**src/rtl/as512512512_uart_fifo.sv**
```systemverilog
// Full-duplex UART with configurable data/stop bits, glitch-filtered mid-bit RX and an RX FIFO.
// Parity support is compiled in only when AS512512512_UART_PARITY_EN is defined.
module as512512512_uart_fifo #(
    parameter int unsigned DATA_BITS = 8,
    parameter int unsigned STOP_BITS = 1,
    parameter int unsigned RX_DEPTH  = 4
) (
    input  logic                      clk,
    input  logic                      rst,
    input  logic [15:0]               divisor,
    input  logic [DATA_BITS-1:0]      din,
    input  logic                      start,
    output logic                      busy,
    output logic                      TX,
    input  logic                      RX,
    output logic [DATA_BITS-1:0]      dout,
    output logic                      has_byte,
    input  logic                      rd,
    output logic [$clog2(RX_DEPTH):0] rx_count,
    output logic                      overrun,
    output logic                      frame_err,
    input  logic                      clr_err,
    input  logic                      parity_en,
    input  logic                      parity_odd,
    output logic                      parity_err
);
    localparam int unsigned AW = $clog2(RX_DEPTH);
    localparam int unsigned CW = AW + 1;
    localparam logic [3:0] LAST_IDX = 4'(DATA_BITS - 1);
    localparam logic [CW-1:0] FULL_CNT = CW'(RX_DEPTH);

    typedef enum logic [2:0] {StIdle, StStart, StData, StParity, StStop, StWaitHi} state_e;

    state_e               tx_state;
    logic [15:0]          tx_cnt;
    logic [15:0]          tx_div;
    logic [DATA_BITS-1:0] tx_shift;
    logic [3:0]           tx_idx;
    logic                 tx_stop_idx;

    state_e               rx_state;
    logic                 rx_meta;
    logic                 rx_s;
    logic [15:0]          rx_cnt;
    logic [15:0]          rx_div;
    logic [DATA_BITS-1:0] rx_shift;
    logic [3:0]           rx_idx;
    logic                 rx_push;
    logic                 rx_frame_set;

    logic [DATA_BITS-1:0] mem [RX_DEPTH];
    logic [AW-1:0]        wr_ptr;
    logic [AW-1:0]        rd_ptr;
    logic                 full;
    logic                 do_push;
    logic                 do_pop;

`ifdef AS512512512_UART_PARITY_EN
    logic tx_par_on;
    logic tx_par;
    logic rx_par_on;
    logic rx_par_odd;
    logic rx_par_bad;
    logic rx_par_set;
`else
    logic unused_parity;
    assign unused_parity = parity_en ^ parity_odd;
    assign parity_err    = 1'b0;
`endif

    always_ff @(posedge clk) begin
        if (rst) begin
            tx_state    <= StIdle;
            tx_cnt      <= '0;
            tx_div      <= '0;
            tx_shift    <= '0;
            tx_idx      <= '0;
            tx_stop_idx <= 1'b0;
            busy        <= 1'b0;
            TX          <= 1'b1;
`ifdef AS512512512_UART_PARITY_EN
            tx_par_on   <= 1'b0;
            tx_par      <= 1'b0;
`endif
        end else begin
            unique case (tx_state)
                StIdle: begin
                    TX   <= 1'b1;
                    busy <= 1'b0;
                    if (start) begin
                        tx_state <= StStart;
                        tx_div   <= divisor;
                        tx_shift <= din;
                        tx_cnt   <= '0;
                        busy     <= 1'b1;
                        TX       <= 1'b0;
`ifdef AS512512512_UART_PARITY_EN
                        tx_par_on <= parity_en;
                        tx_par    <= (^din) ^ parity_odd;
`endif
                    end
                end
                StStart: begin
                    if (tx_cnt == tx_div) begin
                        tx_cnt   <= '0;
                        tx_idx   <= '0;
                        TX       <= tx_shift[0];
                        tx_state <= StData;
                    end else begin
                        tx_cnt <= tx_cnt + 16'd1;
                    end
                end
                StData: begin
                    if (tx_cnt == tx_div) begin
                        tx_cnt <= '0;
                        if (tx_idx == LAST_IDX) begin
                            TX          <= 1'b1;
                            tx_stop_idx <= 1'b0;
                            tx_state    <= StStop;
`ifdef AS512512512_UART_PARITY_EN
                            if (tx_par_on) begin
                                TX       <= tx_par;
                                tx_state <= StParity;
                            end
`endif
                        end else begin
                            tx_idx   <= tx_idx + 4'd1;
                            tx_shift <= tx_shift >> 1;
                            TX       <= tx_shift[1];
                        end
                    end else begin
                        tx_cnt <= tx_cnt + 16'd1;
                    end
                end
                StParity: begin
                    if (tx_cnt == tx_div) begin
                        tx_cnt      <= '0;
                        TX          <= 1'b1;
                        tx_stop_idx <= 1'b0;
                        tx_state    <= StStop;
                    end else begin
                        tx_cnt <= tx_cnt + 16'd1;
                    end
                end
                StStop: begin
                    if (tx_cnt == tx_div) begin
                        tx_cnt <= '0;
                        if (STOP_BITS == 1 || tx_stop_idx) begin
                            busy     <= 1'b0;
                            tx_state <= StIdle;
                        end else begin
                            tx_stop_idx <= 1'b1;
                        end
                    end else begin
                        tx_cnt <= tx_cnt + 16'd1;
                    end
                end
                default: tx_state <= StIdle;
            endcase
        end
    end

    // Samples are taken divisor+1 clocks apart, starting at the start-bit midpoint.
    always_ff @(posedge clk) begin
        if (rst) begin
            rx_meta      <= 1'b1;
            rx_s         <= 1'b1;
            rx_state     <= StIdle;
            rx_cnt       <= '0;
            rx_div       <= '0;
            rx_shift     <= '0;
            rx_idx       <= '0;
            rx_push      <= 1'b0;
            rx_frame_set <= 1'b0;
`ifdef AS512512512_UART_PARITY_EN
            rx_par_on    <= 1'b0;
            rx_par_odd   <= 1'b0;
            rx_par_bad   <= 1'b0;
            rx_par_set   <= 1'b0;
`endif
        end else begin
            rx_meta      <= RX;
            rx_s         <= rx_meta;
            rx_push      <= 1'b0;
            rx_frame_set <= 1'b0;
`ifdef AS512512512_UART_PARITY_EN
            rx_par_set   <= 1'b0;
`endif
            unique case (rx_state)
                StIdle: begin
                    if (!rx_s) begin
                        rx_state <= StStart;
                        rx_cnt   <= '0;
                        rx_div   <= divisor;
`ifdef AS512512512_UART_PARITY_EN
                        rx_par_on  <= parity_en;
                        rx_par_odd <= parity_odd;
                        rx_par_bad <= 1'b0;
`endif
                    end
                end
                StStart: begin
                    if (rx_cnt == (rx_div >> 1)) begin
                        rx_cnt   <= '0;
                        rx_idx   <= '0;
                        rx_state <= rx_s ? StIdle : StData;
                    end else begin
                        rx_cnt <= rx_cnt + 16'd1;
                    end
                end
                StData: begin
                    if (rx_cnt == rx_div) begin
                        rx_cnt   <= '0;
                        rx_shift <= {rx_s, rx_shift[DATA_BITS-1:1]};
                        if (rx_idx == LAST_IDX) begin
                            rx_state <= StStop;
`ifdef AS512512512_UART_PARITY_EN
                            if (rx_par_on) rx_state <= StParity;
`endif
                        end else begin
                            rx_idx <= rx_idx + 4'd1;
                        end
                    end else begin
                        rx_cnt <= rx_cnt + 16'd1;
                    end
                end
                StParity: begin
                    if (rx_cnt == rx_div) begin
                        rx_cnt   <= '0;
                        rx_state <= StStop;
`ifdef AS512512512_UART_PARITY_EN
                        rx_par_bad <= rx_s ^ (^rx_shift) ^ rx_par_odd;
`endif
                    end else begin
                        rx_cnt <= rx_cnt + 16'd1;
                    end
                end
                StStop: begin
                    if (rx_cnt == rx_div) begin
                        rx_cnt <= '0;
                        if (rx_s) begin
                            rx_push  <= 1'b1;
                            rx_state <= StIdle;
`ifdef AS512512512_UART_PARITY_EN
                            rx_par_set <= rx_par_bad;
`endif
                        end else begin
                            rx_frame_set <= 1'b1;
                            rx_state     <= StWaitHi;
                        end
                    end else begin
                        rx_cnt <= rx_cnt + 16'd1;
                    end
                end
                StWaitHi: begin
                    // A held-low line (break) must not look like a new start bit.
                    if (rx_s) rx_state <= StIdle;
                end
                default: rx_state <= StIdle;
            endcase
        end
    end

    assign full     = (rx_count == FULL_CNT);
    assign do_pop   = rd && (rx_count != '0);
    assign do_push  = rx_push && (!full || do_pop);
    assign has_byte = (rx_count != '0);

    always_ff @(posedge clk) begin
        if (do_push) mem[wr_ptr] <= rx_shift;
    end

    always_ff @(posedge clk) begin
        if (rst) begin
            wr_ptr    <= '0;
            rd_ptr    <= '0;
            rx_count  <= '0;
            dout      <= '0;
            overrun   <= 1'b0;
            frame_err <= 1'b0;
        end else begin
            if (do_push) wr_ptr <= wr_ptr + 1'b1;
            if (do_pop) rd_ptr <= rd_ptr + 1'b1;
            rx_count <= rx_count + CW'(do_push) - CW'(do_pop);
            // dout is the registered head: refresh on pop, or when a push lands in an empty slot.
            if (do_pop && rx_count > CW'(1)) begin
                dout <= mem[rd_ptr + 1'b1];
            end else if (do_push && (rx_count == '0 || do_pop)) begin
                dout <= rx_shift;
            end
            overrun   <= (rx_push && !do_push) || (overrun && !clr_err);
            frame_err <= rx_frame_set || (frame_err && !clr_err);
        end
    end

`ifdef AS512512512_UART_PARITY_EN
    always_ff @(posedge clk) begin
        if (rst) begin
            parity_err <= 1'b0;
        end else begin
            parity_err <= rx_par_set || (parity_err && !clr_err);
        end
    end
`endif

endmodule
```
**config.mk**
```make
export PLATFORM = sky130hd
export DESIGN_NAME = as512512512_uart_fifo
export DESIGN_NICKNAME = d
export VERILOG_FILES = /design/src/rtl/as512512512_uart_fifo.sv
export SDC_FILE = /design/constraint.sdc
export NUM_CORES = 1
export LEC_CHECK = 0
export BUFFER_PORTS_ARGS = -buffer_cell sky130_fd_sc_hd__buf_2
export CORE_MARGIN = 10
export CORE_UTILIZATION = 40
export CTS_BUF_LIST = sky130_fd_sc_hd__clkbuf_2
export DETAILED_ROUTE_END_ITERATION = 6
export SKIP_LAST_GASP = 1
export SLEW_MARGIN = 10
export SYNTH_ARGS = -nofsm -noshare
export SYNTH_HDL_FRONTEND = slang
export SYNTH_SLANG_ARGS = --single-unit
```
**constraint.sdc**
```tcl
create_clock -name clk -period 5.9 [get_ports clk]
set_clock_uncertainty 0.15 [all_clocks]
set_input_delay 0.295 -clock clk [delete_from_list [all_inputs] [get_ports clk]]
set_output_delay 0.295 -clock clk [all_outputs]
set_load 0.01 [all_outputs]
```
==> impl_metrics.csv <==
group,metric,value,unit
floorplanning,core.rowCount,48,
flow_run,maxCapViolCount,0,
clocking,cts_buffers,17,
floorplanning,dieArea,23000,um2
sta,slew_viol_final,0,
synth,synth.cell_area,6950,um2
grt,grt_max_degree,73,
clocking,post-cts-setup-buffers,0,
sta,period_needed,3090,ps
place,dpl.hpwl,9890,um
grt,grt_pass1_wl,25300,um
clocking,clk_root_buffer_cell,"clkbuf_2",
synth,syn_inst,747,
worst_setup_path,rr_worst_depth,7,
pwr,switchingPower,842,uW
worst_setup_path,cp-end-kind,"flop",
floorplanning,io-pin-count,49,
worst_setup_path,crit_type,"flop to flop",
pwr,ir_drop,0.138,mV
final_layout,final_common_cell,"nand2_1",
synth,synth_warnings,0,
worst_setup_path,r2r-start,"tx_state[0]",
drt,vias,5224,
floorplanning,start_util,40.5,%
place,portBuffers,45,
hold_path,min_from,"divisor[14]",
final_layout,drive_gt1_share,13.4,%
final_layout,stdcell_count,1045,
synth,synth_edf_count,32,
grt,grt_pass1_vias,5163,
worst_setup_path,r2r_slack,2810,ps
hold_path,holdPathEnd,"tx_div[14]",
synth,async_flop_share,0,%
sta,rsz0062_at_grt,"false",
pwr,leakagePower,3.11,nW
floorplanning,core_area,17200,um2
synth,synth_seq_area_share,47.5,%
sta,setup_viol,0,
hold_path,min_path_cells,4,
floorplanning,fp.dieH,152,um
drt,wl,15100,um
pwr,pwr_density_cell,303,nW/um2
drt,dr.pass1.iters,4,
clocking,insertion_delay,730,ps
pwr,clkPwrFrac,23.7,%
pwr,seqPwrFrac,50.2,%
pwr,sw_frac_of_total,35.3,%
sta,whs,214,ps
drt,viasPerCell,5.00,
sta,max_freq,324,MHz
clocking,cts_tree,"built",
grt,track_usage,13.0,%
drt,first_iter_violations,200,
grt,grt.overflow.total,0,
sta,tns,0,ps
final_layout,area_growth,13.2,%
pwr,internal-power,1.54,mW
clocking,cts_max_level,4,
synth,synthFlopType,"dfxtp_1",
pwr,comb_power_share,26.1,%
floorplanning,die_x,152,um
clocking,path_clk_slew,240,ps
worst_setup_path,required,6440,ps
sta,slew_headroom,34.0,%
synth,avgSynthCellArea,9.30,um2
sta,finalHoldViolCount,0,
worst_setup_path,worstPathArrival,3630,ps
final_layout,fin_nets,850,
clocking,cts_sinks,149,
worst_setup_path,reg2reg_to,"tx_shift[4]",
drt,ant_nets,0,
sta,tightest_slew,986,ps
synth,syn-num-nets,791,
final_layout,final_core_util,45.8,%
worst_setup_path,crit_fanout,20,
grt,grt_antenna_before_repair,1,
status,status,"finished, final reports clean",
drt,drt-wirelength-per-cell,14.4,um
place,gp_routability_congestion,0.804,
sta,fin_crit_sh,52.4,%
place,place_area,7240,um2
hold_path,hold_path_class,"input pin to flop",
synth,synth_seq_cells,149,
worst_setup_path,crit_path_start_kind,"flop",
synth,yosysUniqueCellTypes,62,
final_layout,fin_area,7870,um2
place,dp_cells,973,
drt,route.detailed.drc,0,
clocking,cts_max_path_buffers,2,
final_layout,final_cell_mix,"125 x nand2_1, 117 x dfxtp_1, 70 x nor2_1",
## power by group through the flow
stage | clock [mW] | combinational (mW) | sequential, mW
CTS | 0.591 | 0.629 | 1.20
floorplan | 0 | 0.474 | 1.19
finish | 0.566 | 0.622 | 1.20
detailed placement | 0 | 0.598 | 1.22
global placement | 0 | 0.593 | 1.22
global route | 0.637 | 0.693 | 1.21
## per-stage QoR
step | setup WS, ps | power [mW]
final | 2810 | 2.39
after CTS | 2800 | 2.42
after global placement | 3210 | 1.81
after floorplan | 3670 | 1.66
after detailed placement | 3260 | 1.82
after global routing | 2470 | 2.54
## metal layers
metal | GRT usage (%) | wire (um) | vias up
met2 | 21.6 | 7390 | 75
li1 | - | - | 2715
met5 | 0 | 0 | -
met1 | 16.1 | 7040 | 2422
met4 | 4.36 | 143 | 0
met3 | 3.10 | 519 | 12
## cells by family (layout without fill, tap and decap cells)
group	after synthesis	count (layout)	share of synthesized area, %
buf+inv	64	136	4.54
compound gates	126	126	11.1
fa+ha+maj	12	12	2.27
xor+xnor	63	63	7.94
other cells	1	2	0.0540
mux	27	27	5.35
flops	149	149	47.5
simple gates	305	305	21.2
## area by class of cell
cell class / instances / area, um2
multi-input combinational: 534 / 3340
fill: 1731 / 9310
inverter: 15 / 56.3
timing repair buffer: 89 / 656
clock inverter: 15 / 146
antenna: 1 / 2.50
tap: 225 / 282
sequential: 149 / 3300
clock buffer: 17 / 85.1
## worst max-delay path by stage
stage,startpoint,to,slack [ps],depth (start not counted)
floorplan,rx_count[1],rx_count[2],3670,11
global placement,tx_cnt[2],tx_cnt[15],3210,6
detailed placement,tx_cnt[2],tx_cnt[2],3260,6
CTS,tx_state[0],tx_shift[4],2800,7
global route,tx_state[0],tx_shift[4],2470,7
finish,tx_state[0],tx_shift[4],2810,7
## critical path: stages, from the launching register on
cell and delay [ps]:
dfxtp_1 460, nor3_1 260, and2_1 660, a21oi_1 110, a21oi_2 490, nor2_1 90
a311oi_1 270, dlygate4sd3_1 580
## state kept, by name (all words and copies together) (netlist names), 4 cells and up
name,count
tx_idx,4
tx_div,16
rx_div,16
mem,32
tx_shift,8
dout,8
tx_cnt,16
rx_cnt,16
rx_shift,8
rx_idx,4
## timing repair
action                                 in CTS  in global routing
resized for setup                           0                  0
hold buffers                               39                  0
endpoints found under the hold margin      72                  0
## cell usage after synthesis, types with 3 or more instances
cell | instances | share of area (%)
and3_1 | 4 | 0.36
edfxtp_1 | 32 | 14
a311oi_1 | 8 | 1.0
mux2i_1 | 18 | 2.6
o21ai_1 | 4 | 0.29
nor3_1 | 8 | 0.58
a21oi_1 | 55 | 4.0
ha_1 | 11 | 2.0
nand3b_1 | 12 | 1.3
and2_1 | 9 | 0.81
inv_1 | 15 | 0.81
nand2b_1 | 4 | 0.36
nand4_1 | 7 | 0.63
or4_1 | 4 | 0.43
or3b_2 | 3 | 0.38
nor2_1 | 70 | 3.8
nor4_1 | 10 | 0.90
mux4_2 | 8 | 2.6
o21a_1 | 5 | 0.54
nand2_1 | 125 | 6.8
nor2b_1 | 4 | 0.36
a211oi_1 | 9 | 0.97
a31oi_1 | 14 | 1.3
buf_2 | 11 | 0.79
clkbuf_1 | 26 | 1.4
xnor2_1 | 19 | 2.4
dfxtp_1 | 117 | 34
or2_2 | 4 | 0.36
o21ai_0 | 13 | 0.94
buf_6 | 7 | 1.1
nand3_1 | 24 | 1.7
xor2_1 | 44 | 5.5
or3_1 | 5 | 0.45
Note: power is estimated with default switching activity, not from simulation.
